`src/rtl/error_check.sv`:
```
// error_check: UART receive-path frame checker.
// Compares the received start, stop and parity bits against the de-serialised
// data word and registers a 3-bit error vector {stop, start, parity} on every
// clock edge where the receiver reports a completed frame.
// Optional build macro ERR_STICKY_EN: when defined, error bits accumulate
// across frames and clear only on reset; otherwise each qualified edge
// overwrites the vector with the current frame's result.
// PARITY_EN=0 removes the parity logic and ties error_flag[0] to 0.
module error_check #(
  parameter int DATA_BITS = 8,
  parameter bit PARITY_EN = 1'b1
) (
  input  logic                 clk,
  input  logic                 reset,
  input  logic                 recieved_flag,
  input  logic                 parity_bit,
  input  logic                 start_bit,
  input  logic                 stop_bit,
  input  logic [1:0]           parity_type,
  input  logic [DATA_BITS-1:0] raw_data,
  output logic [2:0]           error_flag
);

  localparam logic [1:0] PAR_ODD  = 2'b01;
  localparam logic [1:0] PAR_EVEN = 2'b10;

  logic       start_err;
  logic       stop_err;
  logic       par_err;
  logic [2:0] new_errors;

  // Framing errors: a legal start bit is 0, a legal stop bit is 1.
  assign start_err  = (start_bit != 1'b0);
  assign stop_err   = (stop_bit  != 1'b1);
  assign new_errors = {stop_err, start_err, par_err};

  generate
    if (PARITY_EN) begin : g_parity
      // XOR chain across the data word; the final tap is the data parity.
      logic [DATA_BITS:0] xor_chain;
      logic               data_parity;

      assign xor_chain[0] = 1'b0;
      for (genvar gi = 0; gi < DATA_BITS; gi++) begin : g_xor
        assign xor_chain[gi+1] = xor_chain[gi] ^ raw_data[gi];
      end
      assign data_parity = xor_chain[DATA_BITS];

      // Select the parity rule; codes 00, 11 and any unknown value mean no parity.
      always_comb begin
        par_err = 1'b0;
        case (parity_type)
          PAR_EVEN: par_err = parity_bit ^ data_parity;
          PAR_ODD:  par_err = parity_bit ^ ~data_parity;
          default:  par_err = 1'b0;
        endcase
      end
    end else begin : g_no_parity
      // Parity inputs are intentionally ignored in this build.
      logic unused_parity_inputs;
      assign unused_parity_inputs = ^{parity_bit, parity_type, raw_data};
      assign par_err = 1'b0;
    end
  endgenerate

  // Error vector register: cleared asynchronously, updated only on completed frames.
  always_ff @(posedge clk or posedge reset) begin
    if (reset) begin
      error_flag <= 3'b000;
    end else if (recieved_flag) begin
`ifdef ERR_STICKY_EN
      error_flag <= error_flag | new_errors;
`else
      error_flag <= new_errors;
`endif
    end
  end

endmodule

```
`config.mk`:
```
export PLATFORM = sky130hd
export DESIGN_NAME = error_check
export DESIGN_NICKNAME = d
export VERILOG_FILES = /design/src/rtl/error_check.sv
export SDC_FILE = /design/constraint.sdc
export NUM_CORES = 1
export LEC_CHECK = 0
export CAP_MARGIN = 30
export CORE_AREA = 2 2 39 41
export DETAILED_ROUTE_END_ITERATION = 10
export DIE_AREA = 0 0 41 43
export SKIP_CTS_REPAIR_TIMING = 1
export SLEW_MARGIN = 15
export SYNTH_ARGS = -nofsm -noshare
export SYNTH_HDL_FRONTEND = slang
export SYNTH_SLANG_ARGS = --single-unit
```
`constraint.sdc`:
```
create_clock -name clk -period 1 [get_ports clk]
set_input_delay 0.2 -clock clk [delete_from_list [all_inputs] [get_ports clk]]
set_output_delay 0.2 -clock clk [all_outputs]
set_load 0.05 [all_outputs]
```
==> Word-level counts from Yosys, hierarchy flattened <==
Index checks and enable logic that the tools add are counted.
{ "totals": {"input_bits": 16, "elab_cells": 15, "register_bits": 3} }
{ "classes": {"bitwise": 11, "muxes": 1, "eq_ne": 2} }
{ "ops": {"columns": ["operator", "n"], "rows": [
  ["1-bit bitwise XOR", 9],
  ["2-bit by 1-bit == test with 1-bit output, second input constant", 1],
  ["2-bit == test, second input constant", 1],
  ["1-bit inverter", 2],
  ["1-bit one-hot mux with 2 select lines", 1]
]} }

==> Logic depth before layout (Yosys ltp) <==
{ "depth": {"word_depth": 10, "mapped_depth": 6, "ltp_nobuf": 6} }

==> Worst setup path after synthesis <==
Ideal clock, no wire load.
{ "synth_path": {"path_kind": "in2reg", "startpoint": "in parity_type[1]", "endpoint": "reg error_flag[0]", "setup_slack_ns": -0.262, "cell_stages": 6, "t_arrival_ns": 1.137, "path_buffers": 0, "setup_ns": 0.125, "path_cell_list": "inv_1 > ha_1 > xnor2_1 > xnor3_1 > xnor2_1 > o22ai_1"} }
{ "synth_between": {"elab_chain_cells": 2, "word_cells_on_any_way": 3, "cone_classes": "eq/ne: 2; mux: 1"} }
{ "synth_rtl": {"columns": ["element", "line_no", "text"], "rows": [
  ["from (decl)", "19", "input logic [1:0] parity_type,"],
  ["2-bit by 1-bit == test with 1-bit output / 2-bit == test (equally long branches)", "52", "case (parity_type)"],
  ["1-bit one-hot mux with 2 select lines (*)", "52", null],
  ["to (signal assigned)", "74", "error_flag <= new_errors;"],
  ["to (decl)", "21", "output logic [2:0] error_flag"]
]} }
Every way passes the cells marked *; elsewhere a longest branch is shown, timed or not.
A chain may end at the register's enable or synchronous reset.

==> Worst setup path in the final report <==
{ "layout_path": {"startpoint": "in parity_type[0]", "endpoint": "reg error_flag[0]"} }
Same word-level chain as after synthesis.

==> impl_results.md <==
- Status: finished, violations left
- Violated checks: setup timing
- Power Density: 1330 nW/um2
- Final period util: 1.14
- Clock power frac: 0.300
- Worst skew pair latency: 0.23 ns
- WP data arrival: 1.25 ns
- Logic pwr share: 0.473
- Vias in the first global route: 184
- Maximum capacitance violations: 0
- Clock root buffer: clkbuf_4
- Num CTS Buffers: 3
- DR vias: 221
- Clock sink count: 3
- Psw: 0.221 mW
- Antenna violations before repair: 0
- Syn Std Cell Area: 220 um2
- Sw Ratio: 0.309
- Synthesis-stage register bit count: 3
- Slew HR: 0.894
- Final WL: 494 um
- Setup Crit Path Kind: in2reg
- Critical Path RT: 1.12 ns
- YS warnings: 0
- Nets@finish: 62
- Vias per Instance: 3.68
- Reg clk slew, reported paths: 0.04 ns
- Routability cong.: 0.549
- Area after DPL: 478 um2
- WHS: 0.136 ns
- Largest regs: error_flag x3
- Pre-Repair DR Iteration Count: 1
- Die Wd: 41 um
- HP Class: in2async
- Die span in y: 43 um
- Nature of the critical path endpoint: flip-flop
- Leak pwr: 0.279 nW
- Grt ovf: 0
- Site Rows: 14
- GRT Total Usage: 0.0604
- Final Cell Area: 537 um2
- Top reg by flops: error_flag
- Post-route insts no fill: 60
- Iteration-0 DRC Markers: 0
- Worst slew pin tran: 0.158 ns
- Worst setup SP type: input pin
- PortBufs: 18
- Post-synthesis sequential area ratio: 0.341
- Fin. max-slew vios: 0
- Setup Skew: 0 ns
- Die ar.: 1760 um2
- Unrepaired setup endpoints after global routing: yes
- Pre-CTS WS: -0.615 ns
- Starting density of the core: 0.159
- # DRC: 0
- Number of flip-flops in the largest register: 3
- Max Fanout on Critical Path: 1
- Net Count, Synth: 37
- Share of post-route cells with drive strength above 1: 0.341
- CTS tree: yes
- Final Hold Fails: 0
- Seq pwr share: 0.227
- Max Clk Rate: 881 MHz
- Internal: 0.494 mW
- # setup viols final: 1
- CORE AREA: 1380 um2
- Tot Pwr: 0.714 mW
- Syn Area/Cell: 11.0 um2
- Peak supply drop: 0.628 mV
- Setup slack after layout: -0.135 ns
- Htree depth: 1
- First-pass GRT wire length: 683 um
- DRT antenna net count: 0
- I/O pin cnt: 19
- Cells after Synth: 20
- Max Buffers Root-to-Sink: 2
- Final HPWL DP: 392 um
- Wire per inst: 8.23 um
- Largest net degree at the start of global routing: 4
- Synth unique cells: 10
- Number of antenna diodes: 0
- Placed cell count: 55
- Period minus WS final: 1.14 ns
- Layout Area Growth over Synthesis: 144%
[path summary, 6_finish.rpt]
kind                                           start                         to  slack (ns)  cells after the start
max in group asynchronous                      reset  error_flag[2]$_DFFE_PP0P_        0.72                      2
min reg2reg                error_flag[2]$_DFFE_PP0P_  error_flag[2]$_DFFE_PP0P_        0.57                      2
min                                            reset  error_flag[0]$_DFFE_PP0P_        0.14                      2
max                                   parity_type[0]  error_flag[0]$_DFFE_PP0P_       -0.14                      6
max reg2reg                error_flag[1]$_DFFE_PP0P_  error_flag[1]$_DFFE_PP0P_        0.09                      2
min in group clk                      parity_type[0]  error_flag[0]$_DFFE_PP0P_        0.35                      4
[worst max-delay path, cell delays in order]
cell	delay, ns
buf_6	0.10
ha_4	0.15
xnor2_2	0.14
xnor3_1	0.42
xnor2_1	0.17
o22ai_1	0.08
[routing by layer]
layer | GRT usage | up-vias | wire (um)
met1 | 0.0647 | 97 | 171
met2 | 0.0781 | 14 | 237
met5 | 0 | - | 0
met4 | 0.0200 | 0 | 0
met3 | 0.0628 | 0 | 85
li1 | - | 110 | -
[cell type report]
| cell class | instances | area (um2) |
|---|---|---|
| tap | 16 | 20.0 |
| fill | 151 | 847 |
| multi-input combinational | 13 | 158 |
| timing repair buffer | 20 | 240 |
| inverter | 4 | 17.5 |
| sequential | 3 | 75.1 |
| clock buffer | 4 | 26.3 |
[power by group through the flow]
stage / Sequential (mW) / Clock [mW] / Combinational, mW
finish: 0.162 / 0.214 / 0.338
global placement: 0.163 / 0 / 0.332
detailed placement: 0.164 / 0 / 0.333
floorplan: 0.222 / 0 / 0.102
CTS: 0.162 / 0.221 / 0.333
global route: 0.165 / 0.234 / 0.358
[cell usage after synthesis (all sizes together)]
cell type | number | area, um2
xnor2 | 6 | 52.6
inv | 4 | 15.0
dfrtp | 3 | 75.1
ha | 1 | 12.5
mux2 | 1 | 11.3
mux2i | 1 | 10.0
nand2b | 1 | 6.26
o22ai | 1 | 6.26
xnor3 | 1 | 22.5
xor2 | 1 | 8.76
[metrics by stage]
step | setup TNS, ns | util
final | -0.135 | 0.388
after global routing | -0.229 | 0.388
after CTS | -0.374 | 0.364
after detailed placement | -0.818 | 0.345
after global placement | -0.815 | 0.345
after floorplan | -0.0748 | -
[kinds of logic after synthesis]
group	Yosys count	share of synthesized area
buf+inv	4	0.0682
simple gates	1	0.0284
mux	2	0.0966
fa+ha+maj	1	0.0568
compound gates	1	0.0284
xor+xnor	8	0.381
flops	3	0.341
[cell usage in the layout, fill, tap and decap left out]
cell             n
dlymetal6s2s_1   5
buf_4            2
buf_12           3
nand2b_1         1
dfrtp_1          3
clkbuf_4         3
o22ai_1          1
ha_4             1
inv_4            1
buf_6            2
xnor3_1          1
inv_1            3
mux2_2           1
xnor2_2          2
clkdlybuf4s50_1  8
mux2i_1          1
xnor2_1          4
xor2_1           1
clkbuf_1         1
No activity file was read; power rests on OpenSTA's default activity.
